==> src/rtl/halt_pkg.sv <==
// Shared encodings for the halt monitor: halt causes and RUN/HALTED state.
package halt_pkg;

  typedef enum logic [1:0] {
    CAUSE_NONE     = 2'b00,
    CAUSE_NOP      = 2'b01,
    CAUSE_MISALIGN = 2'b10,
    CAUSE_LIMIT    = 2'b11
  } cause_t;

  typedef enum logic {
    RUN    = 1'b0,
    HALTED = 1'b1
  } state_t;

endpackage

==> src/rtl/sat_counter.sv <==
// Up-counter that sticks at all-ones; clear wins over increment.
module sat_counter #(
  parameter int WIDTH = 32
) (
  input  logic             clk,
  input  logic             rst,
  input  logic             clear,
  input  logic             inc,
  output logic [WIDTH-1:0] count
);

  // NOTE: reset is synchronous here, so it lives inside the clocked block
  // and is absent from the sensitivity list.
  always_ff @(posedge clk) begin
    if (!rst || clear) begin
      count <= '0;
    end else if (inc && (count != '1)) begin
      count <= count + WIDTH'(1);
    end
  end

endmodule

==> src/rtl/halt_monitor.sv <==
// Watches a retiring core and halts on a NOP run, a misaligned fetch or a cycle limit.
// Define HALT_CYCLE_LIMIT_EN to build in the cycle-limit trigger (cause 11).
module halt_monitor
  import halt_pkg::*;
#(
  parameter int NOP_LIMIT   = 6,
  parameter int CYCLE_LIMIT = 10000000,
  parameter int CNT_W       = 32
) (
  input  logic             clk,
  input  logic             rst,
  input  logic             ret_valid,
  input  logic [31:0]      ret_pc,
  input  logic [31:0]      ret_ir,
  input  logic [31:0]      fetch_pc,
  output logic             halt,
  output logic [1:0]       halt_cause,
  output logic [CNT_W-1:0] cycle_cnt,
  output logic [CNT_W-1:0] retired_cnt,
  output logic [31:0]      last_pc
);

  state_t           state;
  cause_t           cause_q;
  cause_t           next_cause;
  logic [CNT_W-1:0] nop_cnt;
  logic             running;
  logic             is_nop;
  logic             is_real;
  logic             nop_hit;
  logic             misalign;
  logic             limit_hit;
  logic             unused_fetch_hi;

  assign running         = (state == RUN);
  assign is_nop          = ret_valid && (ret_ir == '0);
  assign is_real         = ret_valid && (ret_ir != '0);
  assign misalign        = (fetch_pc[1:0] != 2'b00);
  assign unused_fetch_hi = ^fetch_pc[31:2];

  // The retiring NOP that would make the run NOP_LIMIT long fires the trigger.
  assign nop_hit = is_nop && (nop_cnt == CNT_W'(NOP_LIMIT - 1));

`ifdef HALT_CYCLE_LIMIT_EN
  assign limit_hit = (64'(cycle_cnt) > 64'(CYCLE_LIMIT));
`else
  assign limit_hit = 1'b0;
`endif

  // NOTE: next_cause gets a default first so no path through the block
  // leaves it unassigned, which would infer a latch.
  always_comb begin
    next_cause = CAUSE_NONE;
    if (misalign) begin
      next_cause = CAUSE_MISALIGN;
    end else if (nop_hit) begin
      next_cause = CAUSE_NOP;
    end else if (limit_hit) begin
      next_cause = CAUSE_LIMIT;
    end
  end

  // NOTE: state and registered outputs use non-blocking assignments so every
  // register samples the same pre-edge values.
  always_ff @(posedge clk) begin
    if (!rst) begin
      state   <= RUN;
      halt    <= 1'b0;
      cause_q <= CAUSE_NONE;
      last_pc <= '0;
    end else if (running) begin
      if (is_real) begin
        last_pc <= ret_pc;
      end
      if (next_cause != CAUSE_NONE) begin
        state   <= HALTED;
        halt    <= 1'b1;
        cause_q <= next_cause;
      end
    end
  end

  assign halt_cause = cause_q;

  sat_counter #(.WIDTH(CNT_W)) u_cycle_cnt (
    .clk   (clk),
    .rst   (rst),
    .clear (1'b0),
    .inc   (running),
    .count (cycle_cnt)
  );

  sat_counter #(.WIDTH(CNT_W)) u_retired_cnt (
    .clk   (clk),
    .rst   (rst),
    .clear (1'b0),
    .inc   (running && ret_valid),
    .count (retired_cnt)
  );

  // Gaps (ret_valid=0) neither clear nor advance the run.
  sat_counter #(.WIDTH(CNT_W)) u_nop_cnt (
    .clk   (clk),
    .rst   (rst),
    .clear (running && is_real),
    .inc   (running && is_nop),
    .count (nop_cnt)
  );

endmodule

==> config.mk <==
export PLATFORM = sky130hd
export DESIGN_NAME = halt_monitor
export DESIGN_NICKNAME = d
export VERILOG_FILES = /design/src/rtl/halt_pkg.sv /design/src/rtl/sat_counter.sv /design/src/rtl/halt_monitor.sv
export SDC_FILE = /design/constraint.sdc
export NUM_CORES = 1
export LEC_CHECK = 0
export ABC_AREA = 1
export CORE_ASPECT_RATIO = 0.7
export CORE_MARGIN = 10
export CORE_UTILIZATION = 55
export DETAILED_ROUTE_END_ITERATION = 8
export DONT_BUFFER_PORTS = 1
export PLACE_DENSITY = 0.72
export SETUP_SLACK_MARGIN = 0.05
export SYNTH_ARGS = -nofsm -noshare
export SYNTH_HDL_FRONTEND = slang
export SYNTH_SLANG_ARGS = --single-unit
==> constraint.sdc <==
create_clock -name clk -period 5 [get_ports clk]
set_input_delay 0.25 -clock clk [delete_from_list [all_inputs] [get_ports clk]]
set_output_delay 0.25 -clock clk [all_outputs]
set_load 0.01 [all_outputs]
**Word level (Yosys, flattened, before mapping)**

Cells that the tools add are included.

- Output and inout bits: 99
- Register bits: 132
- Input port bits: 99

- Add/subtract/negate cells: 3
- Reduce and logical (&&, ||, !) cells: 17
- Equal/unequal tests: 4
- Bitwise gates (word level): 1
- Muxes and demuxes: 4

Operators by type and width:

| operator | count |
|---|---|
| 32-bit by 1-bit adder with 32-bit output, second input constant | 3 |
| 32-bit != test, second input constant | 3 |
| 32-bit by 3-bit == test with 1-bit output, second input constant | 1 |
| 32-bit zero test | 1 |
| 32-bit nonzero test | 1 |
| 1-bit logical AND | 9 |
| 2-bit AND reduction | 2 |
| 2-bit nonzero test | 2 |
| 1-bit two-way mux | 3 |
| 2-bit two-way mux | 1 |
| 1-bit zero test | 1 |
| 1-bit logical OR | 1 |
| 1-bit inverter | 1 |

**Longest topological paths before layout**

Gate-level depths: netlist of run 1.

- Depth in word-level cells: 8
- Depth in mapped cells: 11
- Gate-level depth less buffers: 11

**Modules after synthesis**

A second synthesis of run 1 with hierarchy kept.

- Cell total of the unflattened synthesis: 1273
- Area total of the unflattened synthesis: 7785.0 um2

By module, submodules not included:

| module | seq. area each (um2) | instances | area each (um2) | cells each |
|---|---|---|---|---|
| sat_counter | 640.6 | 3 | 2084.5 | 349 |
| halt_monitor | 720.7 | 1 | 1531.5 | 226 |

**Least setup slack after synthesis of run 1**

No wires, ideal clock.

- Kind: register -> register
- From: register u_retired_cnt.count[0]
- To: register u_retired_cnt.count[20]
- Required time: 4.868 ns
- Arrival time: 1.572 ns
- Buffers on the path: 1
- Path slack: 3.295 ns
- Clock period less this slack: 1.705 ns
- Cell stages (with the launch flop): 12
- Library setup time: 0.132 ns
- Path through: dfxtp_1 > ha_1 > inv_1 > nor3_4 > nand2_2 > nor2_4 > nand2_4 > nand2_8 > inv_4 > buf_2 > nand2_1 > a21oi_1

- Cells in the longest elaborated chain, start to end: 2
- Elaborated cells between the ends (all ways): 3

Ends and longest elaborated chain:

| item | line | RTL |
|---|---|---|
| start: declaration | sat_counter.sv:9 | `output logic [WIDTH-1:0] count` |
| start signal: assignment | sat_counter.sv:18 | `count <= count + WIDTH'(1);` |
| parallel branches: the longest is 2 deep, another holds 32-bit by 1-bit adder with 32-bit output | - |  |

Parallel ways; which one is timed is not known.
A chain may end at the register's enable or synchronous reset.

**Worst setup path in the final report of run 1**

- From: register state
- To: register last_pc[13]

- Cells in the longest elaborated chain, start to end: 2

Ends and longest elaborated chain:

| item | line | RTL |
|---|---|---|
| start: declaration | halt_monitor.sv:23 | `state_t state;` |
| start signal: assignment | halt_monitor.sv:67 | `state <= RUN;` |
| start signal: assignment | halt_monitor.sv:76 | `state <= HALTED;` |
| 1-bit inverter (no line) | - |  |
| 2-bit AND reduction (no line) | - |  |
| end signal: assignment | halt_monitor.sv:73 | `last_pc <= ret_pc;` |
| end: declaration | halt_monitor.sv:20 | `output logic [31:0] last_pc` |

No other way between the ends.

==> results of run 1 <==
-- layout by cell type (no fill, tap or decap), types with 3 or more instances in the layout --
| cell | count |
|---|---|
| a21oi_1 | 58 |
| nor3_1 | 29 |
| a21oi_2 | 11 |
| dfxtp_1 | 132 |
| dlygate4sd3_1 | 31 |
| inv_2 | 14 |
| nand3b_1 | 12 |
| xor2_1 | 31 |
| nor2_2 | 10 |
| inv_1 | 95 |
| inv_8 | 4 |
| nor3_4 | 4 |
| nand2_2 | 15 |
| ha_1 | 4 |
| o21ai_0 | 43 |
| nand4_1 | 26 |
| nand3_1 | 46 |
| o21ai_1 | 9 |
| nor2_1 | 247 |
| nor2_4 | 6 |
| clkbuf_16 | 17 |
| nor3_2 | 7 |
| nand2_1 | 378 |
| xnor2_1 | 3 |
| inv_6 | 5 |
-- worst paths after layout --
kind | start | to | slack, ps | cells after the start
max | state | last_pc[13] | 2070 | 6
min | ret_pc[1] | last_pc[1] | -3 | 2
max reg2reg | state | last_pc[13] | 2070 | 6
min reg2reg | u_nop_cnt.count[20] | u_nop_cnt.count[20] | 500 | 2
-- critical path, delay by kind of cell, from the launching register on --
kind,cells,cell delay (ps)
buffers and inverters,2,960
DFF,1,350
and+or+nand+nor,4,1490
-- final cells by class --
| type | instances | area [um2] |
|---|---|---|
| fill | 1265 | 5180 |
| multi-input combinational | 947 | 4420 |
| sequential | 132 | 2640 |
| clock buffer | 17 | 425 |
| inverter | 111 | 419 |
| timing repair buffer | 33 | 338 |
| tap | 190 | 238 |
| clock inverter | 15 | 165 |
-- per-stage QoR --
step	power (uW)	setup WS [ps]	hold WS, ps
3_3_place_gp	1220	2170	377
5_1_grt	2570	1850	15.0
4_1_cts	2510	2150	3.90
3_5_place_dp	1220	2160	381
6_report	2490	2070	-3.41
2_1_floorplan	1210	3300	385
-- where the power goes --
part,switching [uW],internal [uW],leakage (uW),total (uW)
clock,550,710,0.000290,1260
sequential,33.5,1080,0.00107,1110
combinational,80.7,40.9,0.00176,122
total,664,1830,0.00312,2490
-- flip-flops by register name, summed over array words and instances (netlist names) --
signal and flops:
halt 1, halt_cause 2, last_pc 32, state 1
u_cycle_cnt.count 32, u_nop_cnt.count 32, u_retired_cnt.count 32
-- kinds of logic after synthesis --
| logic type | after synthesis | share of synthesized area [%] |
|---|---|---|
| AOI/OAI and AO/OA | 122 | 8.47 |
| xor gates and xnor gates | 34 | 3.86 |
| adders and majority gates | 4 | 0.649 |
| buffers and inverters | 149 | 8.55 |
| DFF | 132 | 34.3 |
| and+or+nand+nor | 787 | 44.2 |
-- routing by layer --
layer  vias up  wire length [um]  part of all wire [%]
met5         -                 0                     0
met3        21              2690                    12
met2       309              9530                    43
met1      3390              9990                    45
li1       3915                 -                     -
met4         0               196                  0.87
-- what timing repair did --
| action | CTS | global route |
|---|---|---|
| hold buffers | 32 | 0 |
| hold endpoints to repair | 54 | 0 |
| gates resized for setup | 0 | 0 |
| endpoints found under the setup margin | 0 | 0 |
==> flow_metrics.py, run 1 <==
metrics = {
    "clocking": {
        "cts_root_buf": "clkbuf_16",
        "clk_path_buf_depth": 2,
        "h-tree-depth": 4,
        "cts_sinks": 132,
        "worstSkewPairLatency_ps": 430,
        "post_cts_buffers": 0,
        "tritoncts": "built",
        "clk_pin_slew_ps": 70,
        "cts_buffers": 17,
    },
    "global_routing": {
        "gr-total-overflow": 0,
        "top_usage_layer": "met2",
        "grt_use_total_pct": 22.9,
        "grtUsageMet2_pct": 33.6,
        "first_global_vias": 6962,
        "grtUsageMet1_pct": 30.6,
        "grt_start_max_net_pins": 55,
        "antenna_found_initial": 0,
        "use_met3_pct": 9.57,
        "grt_pass1_wl_mm": 36.6,
    },
    "timing": {
        "final.setup_skew_ps": 13.8,
        "slew_viol_final": 0,
        "relSlewSlack_pct": 17.7,
        "setup_viol": 0,
        "fin_tns_setup_ps": 0,
        "max_freq_mhz": 341,
        "hold_slack_ps": -3.41,
        "fin_crit_sh_pct": 58.6,
        "layout_min_cycle_time_ps": 2930,
        "worstMarginPinSlew_ps": 1230,
        "rsz0062_at_grt": "false",
        "hold_violations": 1,
    },
    "yosys": {
        "yosysTopAreaCellShare_pct": 34.3,
        "syn_area_per_cell_um2": 6.28,
        "synth_area_um2": 7710,
        "synth_top_cell_by_area": "dfxtp_1",
        "ys.flop_type": "dfxtp_1",
        "synth_top_cells_by_count": "nand2_1, nor2_1, dfxtp_1",
        "yosysMostFrequentCell": "nand2_1",
        "ys_seq_area_share_pct": 34.3,
        "synth_fp_nets": 1331,
        "yosysWarnings": 0,
        "synthCells": 1228,
        "synth_edf_count": 0,
        "synth_cell_type_count": 32,
        "ys_ff_latch": 132,
        "synth.area.top_cells": "dfxtp_1, nand2_1, nor2_1",
        "ys_async_sr_fraction_pct": 0,
    },
    "drt": {
        "first_pass_iters": 6,
        "avgRoutedWirePerCell_um": 15.5,
        "wl_mm": 22.4,
        "drt_iter0_markers": 729,
        "viasPerCell": 5.28,
        "drc": 0,
        "vias": 7635,
        "ant_nets": 0,
    },
    "die": {
        "io-pin-count": 198,
        "initial_utilization_pct": 55.8,
        "dieArea_um2": 19200,
        "die_w_um": 162,
        "core.rowCount": 36,
        "die_y_um": 119,
        "core_area_um2": 13800,
    },
    "power": {
        "peakVddDrop_uv": 233,
        "leakage_uw": 0.00312,
        "power_density_nw_per_um2": 288,
    },
    "finish": {
        "stdcell_count": 1445,
        "fin_nets": 1345,
        "syn_to_final_growth_pct": 12.1,
        "antenna_cells": 0,
        "final_area_um2": 8640,
        "drive_gt1_share_pct": 8.69,
        "final_core_util_pct": 62.5,
    },
    "critical_path": {
        "start_kind": "flop",
        "cp.required_ps": 5310,
        "cp_slowest_stage_delay_ps": 930,
        "crit_path_end_kind": "flop",
        "path_cells": "inv_2 > nand2_1 > nor2_2 > inv_1 > nor2_1 > nor2_1",
        "crit_fanout": 34,
        "slowest_stage": "nor2_2",
        "crit_type": "reg2reg",
        "crit_arrival_ps": 3240,
        "crit_top_cell": "nor2_1",
    },
    "status": {
        "failed_checks": "negative hold slack",
        "status": "finished with violations",
    },
    "place": {
        "port_buffers": 0,
        "routabilityCongestion": 0.911,
        "dp_hpwl_mm": 15.7,
        "place_inst": 1381,
        "post_dp_cell_area_um2": 7720,
    },
    "run": {
        "drv_cap": 0,
    },
    "min_path": {
        "hold_class": "in2reg",
    },
}
Note: power is estimated with default switching activity, not from simulation.
==> inputs of run 2 (changes only) <==
Settings changed: ABC_AREA 1 to 0.
Clock period 5 ns to 2.7 ns, I/O delays scaled along.
==> run 2 against run 1 <==
- the run now ends clean
- sequential cell count did not move
- wire length fell by 12%
- clock power rose by 79%
- count of clock-buffer cells in the layout did not move
- maximum frequency rose by 22%
- sequential share of layout area rose by 3.6 points
- global-route usage fell by 0.50 points
- first-iteration DRC count fell by 7.1%
- highest routed layer unchanged
==> flow_metrics.py, run 2 <==
metrics = {
    "power": {
        "p_clk_share_pct": 50.2,
        "power_density_nw_per_um2": 583,
        "p_total_uw": 4510,
        "pwr-share-comb_pct": 4.7,
        "power.switching_uw": 1150,
        "netSwitchingFraction_pct": 25.5,
        "peakVddDrop_uv": 496,
        "internal_power_uw": 3360,
        "seqPwrFrac_pct": 45.1,
        "leakage_uw": 0.00239,
    },
    "yosys": {
        "synth_fp_nets": 899,
        "synth_cell_type_count": 54,
        "ys_seq_area_share_pct": 39.6,
        "synthCells": 796,
        "synth_top_cell_by_area": "dfxtp_1",
        "syn_area_per_cell_um2": 8.39,
        "synth.area.top_cells": "dfxtp_1, a21oi_1, nand2_1",
        "yosysTopAreaCellShare_pct": 39.6,
        "ys_async_sr_fraction_pct": 0,
        "synth_area_um2": 6680,
        "ys.flop_type": "dfxtp_1",
        "yosysWarnings": 0,
        "ys_ff_latch": 132,
        "yosysMostFrequentCell": "dfxtp_1",
        "synth_top_cells_by_count": "dfxtp_1, nand2_1, a21oi_1",
        "synth_edf_count": 0,
    },
    "critical_path": {
        "cp.required_ps": 2970,
        "slowest_stage": "dfxtp_1",
        "ff2ff_path_depth": 7,
        "r2r-start": "u_cycle_cnt.count[0]",
        "path_cells": "ha_1 > nand4_1 > or3_1 > nor4_4 > buf_4 > or3_1 > a21oi_1",
        "crit_arrival_ps": 2660,
        "crit_fanout": 24,
        "r2r_end": "u_cycle_cnt.count[0]",
        "critPathCapture": "u_cycle_cnt.count[0]",
        "crit_top_cell": "or3_1",
        "cp_slowest_stage_delay_ps": 530,
        "crit_path_end_kind": "flop",
        "start_kind": "flop",
        "reg2reg_slack_ps": 300,
        "crit_type": "reg2reg",
        "startpoint": "u_cycle_cnt.count[0]",
    },
    "clocking": {
        "cts.repair.resized": 0,
        "clk_path_buf_depth": 2,
        "h-tree-depth": 4,
        "clk_pin_slew_ps": 60,
        "cts_root_buf": "clkbuf_16",
        "worstSkewPairLatency_ps": 420,
        "cts_sinks": 132,
        "cts_buffers": 17,
        "tritoncts": "built",
    },
    "drt": {
        "drc": 0,
        "avgRoutedWirePerCell_um": 20.0,
        "viasPerCell": 6.56,
        "wl_mm": 19.7,
        "first_pass_iters": 5,
        "ant_nets": 0,
        "drt_iter0_markers": 677,
        "vias": 6489,
    },
    "global_routing": {
        "antenna_found_initial": 0,
        "gr-total-overflow": 0,
        "grt_pass1_wl_mm": 31.8,
        "grt_use_total_pct": 22.4,
        "grt_start_max_net_pins": 52,
        "first_global_vias": 6168,
    },
    "timing": {
        "slew_viol_final": 0,
        "rsz0062_at_grt": "false",
        "max_freq_mhz": 417,
        "relSlewSlack_pct": 44.4,
        "layout_min_cycle_time_ps": 2400,
        "fin_tns_setup_ps": 0,
        "fin_crit_sh_pct": 88.7,
        "final.setup_skew_ps": 10.0,
        "setup_ws_ps": 304,
        "worstMarginPinSlew_ps": 821,
        "hold_violations": 0,
        "setup_viol": 0,
    },
    "die": {
        "core_area_um2": 11800,
        "die_y_um": 112,
        "core.rowCount": 33,
        "io-pin-count": 198,
        "die_w_um": 152,
        "dieArea_um2": 17000,
        "initial_utilization_pct": 56.6,
    },
    "place": {
        "pre_cts_ws_ps": 373,
        "routabilityCongestion": 0.834,
        "port_buffers": 0,
        "place_inst": 922,
        "dp_hpwl_mm": 13.4,
    },
    "finish": {
        "final_common_cell": "dfxtp_1",
        "stdcell_count": 989,
        "antenna_cells": 0,
        "fin_nets": 922,
        "layout_common_cells": "dfxtp_1, nand2_1, a21oi_1, nand3_1, o31ai_1",
        "drive_gt1_share_pct": 10.3,
        "syn_to_final_growth_pct": 15.7,
    },
    "status": {
        "status": "finished, final reports clean",
    },
    "min_path": {
        "hold_class": "in2reg",
    },
    "run": {
        "drv_cap": 0,
    },
}
## run 2: changes by cell type after synthesis, sizes merged, moves of 35 or more
cell	change
nor3	-36
or3	+35
nor2	-248
nor4	+38
inv	-99
or4	+40
nand2	-274
o31ai	+40
## run 2: worst min-delay path by stage
stage | startpoint | end | slack, ps | depth (start not counted)
finish | fetch_pc[0] | halt_cause[0] | 40 | 3
global route | fetch_pc[0] | halt_cause[0] | 70 | 3
CTS | fetch_pc[0] | halt_cause[0] | 30 | 3
detailed placement | rst | halt_cause[1] | 270 | 1
global placement | fetch_pc[1] | state | 270 | 2
floorplan | fetch_pc[1] | state | 260 | 2
## run 2: routing by layer
layer,track usage (%),vias up,part of all wire [%],wire [um]
li1,-,3084,-,-
met1,28.1,3129,41,8090
met2,35.1,260,47,9270
met3,9.15,16,11,2250
met4,5.39,0,0.72,142
met5,0,-,0,0
## run 2: logic make-up after synthesis
kind of cell / after synthesis / synth area share (%)
xor+xnor: 2 / 0.262
fa+ha+maj: 4 / 0.749
mux: 21 / 3.15
compound gates: 187 / 16.6
simple gates: 387 / 35.2
buf+inv: 63 / 4.57
flops: 132 / 39.6
## run 2: timing repair
item,4_1_cts,5_1_grt
hold buffers,35,0
setup endpoints to repair,0,0
endpoints found under the hold margin,64,0
buffers inserted,0,0
## run 2: stage by stage
step                      hold WS, ps  instance area (um2)  util, %
after floorplan                   261                 6680        -
after global placement            270                 6800     57.6
after detailed placement          272                 6800     57.6
after CTS                        26.1                 7730     65.4
after global routing             68.0                 7730     65.4
final                            41.1                 7730     65.4
## run 2: power groups by stage
stage	registers (uW)	clock network (uW)	logic, uW
after floorplan	2060	0	122
after global placement	2070	0	144
after detailed placement	2070	0	153
after CTS	2030	2280	207
after global routing	2040	2350	233
final	2030	2260	213
## run 2: cell type report
type	instances	area [um2]
inverters	13	48.8
clock buffers	17	425
fillers	969	4080
clock inverters	15	145
well taps	157	196
multi-input cells	601	3740
repair buffers	54	528
flip-flops and latches	132	2640
## run 2: worst max-delay path, delay by kind of cell (launching register included)
kind                       cells  cell delay, ps
AOI/OAI and AO/OA              1              70
and+or+nand+nor                4            1110
adders and majority gates      1             250
buffers and inverters          1             270
DFF                            1             530
==> inputs of run 3 (changes only) <==
==> constraint.sdc (replaced) <==
create_clock -name clk -period 2.7 [get_ports clk]
set_input_delay 0.54 -clock clk [delete_from_list [all_inputs] [get_ports clk]]
set_output_delay 0.54 -clock clk [all_outputs]
set_load 0.01 [all_outputs]
==> run 3 against run 2 <==
- non-clock buffer count shrank 34
- sequential cell count is the same
- register-to-register slack hardly changed
- clock skew is 1.6 ps higher
- global-route usage decreased by 1.1 points
- sequential power barely moved
- via count decreased by 3.4%
- total power is 3.5% higher
- hold slack gained 220 ps
- cell area is 3.7% lower
- setup slack gained 2.5 ps
- utilization fell by 2.4 points
- critical endpoint is now u_cycle_cnt.count[6]
==> flow_metrics.py, run 3 (synthesis gave the netlist of run 2 again) <==
metrics = {
    "timing": {
        "max_freq_mhz": 418,
        "hold_violations": 0,
        "fin_crit_sh_pct": 88.6,
        "final.setup_skew_ps": 11.7,
        "worstMarginPinSlew_ps": 917,
        "hold_slack_ps": 256,
        "relSlewSlack_pct": 37.9,
        "fin_tns_setup_ps": 0,
        "rsz0062_at_grt": "false",
        "slew_viol_final": 0,
        "setup_viol": 0,
        "layout_min_cycle_time_ps": 2390,
    },
    "global_routing": {
        "antenna_found_initial": 0,
        "first_global_vias": 5859,
        "grt_start_max_net_pins": 54,
        "gr-total-overflow": 0,
        "grtUsageMet2_pct": 32.2,
        "grt_use_total_pct": 21.3,
        "use_met3_pct": 8.91,
        "grtUsageMet1_pct": 27.4,
        "top_usage_layer": "met2",
        "grt_pass1_wl_mm": 30.1,
    },
    "drt": {
        "first_pass_iters": 5,
        "ant_nets": 0,
        "drt_iter0_markers": 593,
        "drc": 0,
        "wl_mm": 18.8,
        "viasPerCell": 6.56,
        "vias": 6266,
        "avgRoutedWirePerCell_um": 19.6,
    },
    "place": {
        "port_buffers": 0,
        "routabilityCongestion": 0.852,
        "dp_hpwl_mm": 13.2,
    },
    "die": {
        "io-pin-count": 198,
        "core.rowCount": 33,
        "die_y_um": 112,
        "initial_utilization_pct": 56.6,
        "dieArea_um2": 17000,
        "die_w_um": 152,
        "core_area_um2": 11800,
    },
    "run": {
        "drv_cap": 0,
    },
    "clocking": {
        "cts_root_buf": "clkbuf_16",
        "clk_path_buf_depth": 2,
        "cts.repair.resized": 0,
        "post_cts_buffers": 0,
        "h-tree-depth": 4,
        "worstSkewPairLatency_ps": 410,
        "cts_hold_buffers": 0,
        "cts_buffers": 17,
        "clk_pin_slew_ps": 60,
        "tritoncts": "built",
        "cts_sinks": 132,
    },
    "min_path": {
        "hold_class": "in2reg",
    },
    "finish": {
        "final_common_cell": "dfxtp_1",
        "seqCellArea_um2": 2640,
        "drive_gt1_share_pct": 10.8,
        "antenna_cells": 0,
        "layout_common_cells": "dfxtp_1, nand2_1, a21oi_1, nand3_1, o31ai_1",
        "nFillCells": 1012,
        "multi_input_area_um2": 3740,
        "syn_to_final_growth_pct": 11.4,
        "fin_nets": 888,
    },
    "critical_path": {
        "crit_path_end_kind": "flop",
        "start_kind": "flop",
        "crit_fanout": 24,
        "crit_type": "reg2reg",
        "crit_arrival_ps": 2680,
        "cp.required_ps": 2980,
    },
    "power": {
        "leakage_uw": 0.00227,
        "peakVddDrop_uv": 483,
        "power_density_nw_per_um2": 627,
    },
    "status": {
        "status": "finished, final reports clean",
    },
}
==> run 3: changes by cell type in the layout (fill, tap and decap cells not counted), sizes merged <==
cell	change
clkinvlp	-1
dlygate4sd3	-34
clkbuf	+1
clkinv	+1
inv	-4
bufinv	+3
==> run 3: metal layers <==
| layer | vias up | wire, um |
|---|---|---|
| li1 | 3015 | - |
| met1 | 2964 | 7880 |
| met2 | 268 | 8610 |
| met3 | 19 | 2120 |
| met4 | 0 | 140 |
| met5 | - | 0 |
==> run 3: area by class of cell <==
type	instances	share of cell area, %
clock buffers	18	5.90
well taps	157	2.64
inverters	13	0.656
multi-input cells	601	50.3
flip-flops and latches	132	35.5
clock inverters	14	2.67
repair buffers	20	2.35
==> run 3: where the power goes <==
| part | internal [uW] | switching, uW |
|---|---|---|
| logic | 50.6 | 98.7 |
| registers | 1980 | 49.4 |
| clock network | 1580 | 902 |
| total | 3610 | 1050 |
==> run 3: critical path, cell delays in order, from the launching register on <==
cell	delay [ps]
dfxtp_1	510
ha_1	250
nand4_1	270
or3_1	480
nor4_4	230
buf_4	280
nor4b_1	100
mux2i_1	140
==> run 3: path summary, 6_finish.rpt <==
kind              slack [ps]            startpoint  cells past startpoint                   end
setup / recovery         310  u_cycle_cnt.count[0]                      7  u_cycle_cnt.count[6]
hold / removal           260             ret_pc[2]                      2            last_pc[2]
setup reg to reg         310  u_cycle_cnt.count[0]                      7  u_cycle_cnt.count[6]
hold reg to reg          500            last_pc[6]                      2            last_pc[6]
==> run 3: metrics by stage <==
step	total power [uW]	cell area (um2)	instances	util, %	worst slack (ps)
6_report	4660	7440	955	63.0	307
5_1_grt	4810	7440	955	63.0	89.8
4_1_cts	4690	7440	955	63.0	307
3_5_place_dp	2220	6800	923	57.6	272
3_3_place_gp	2210	6800	923	57.6	366
2_1_floorplan	2180	6680	796	-	657
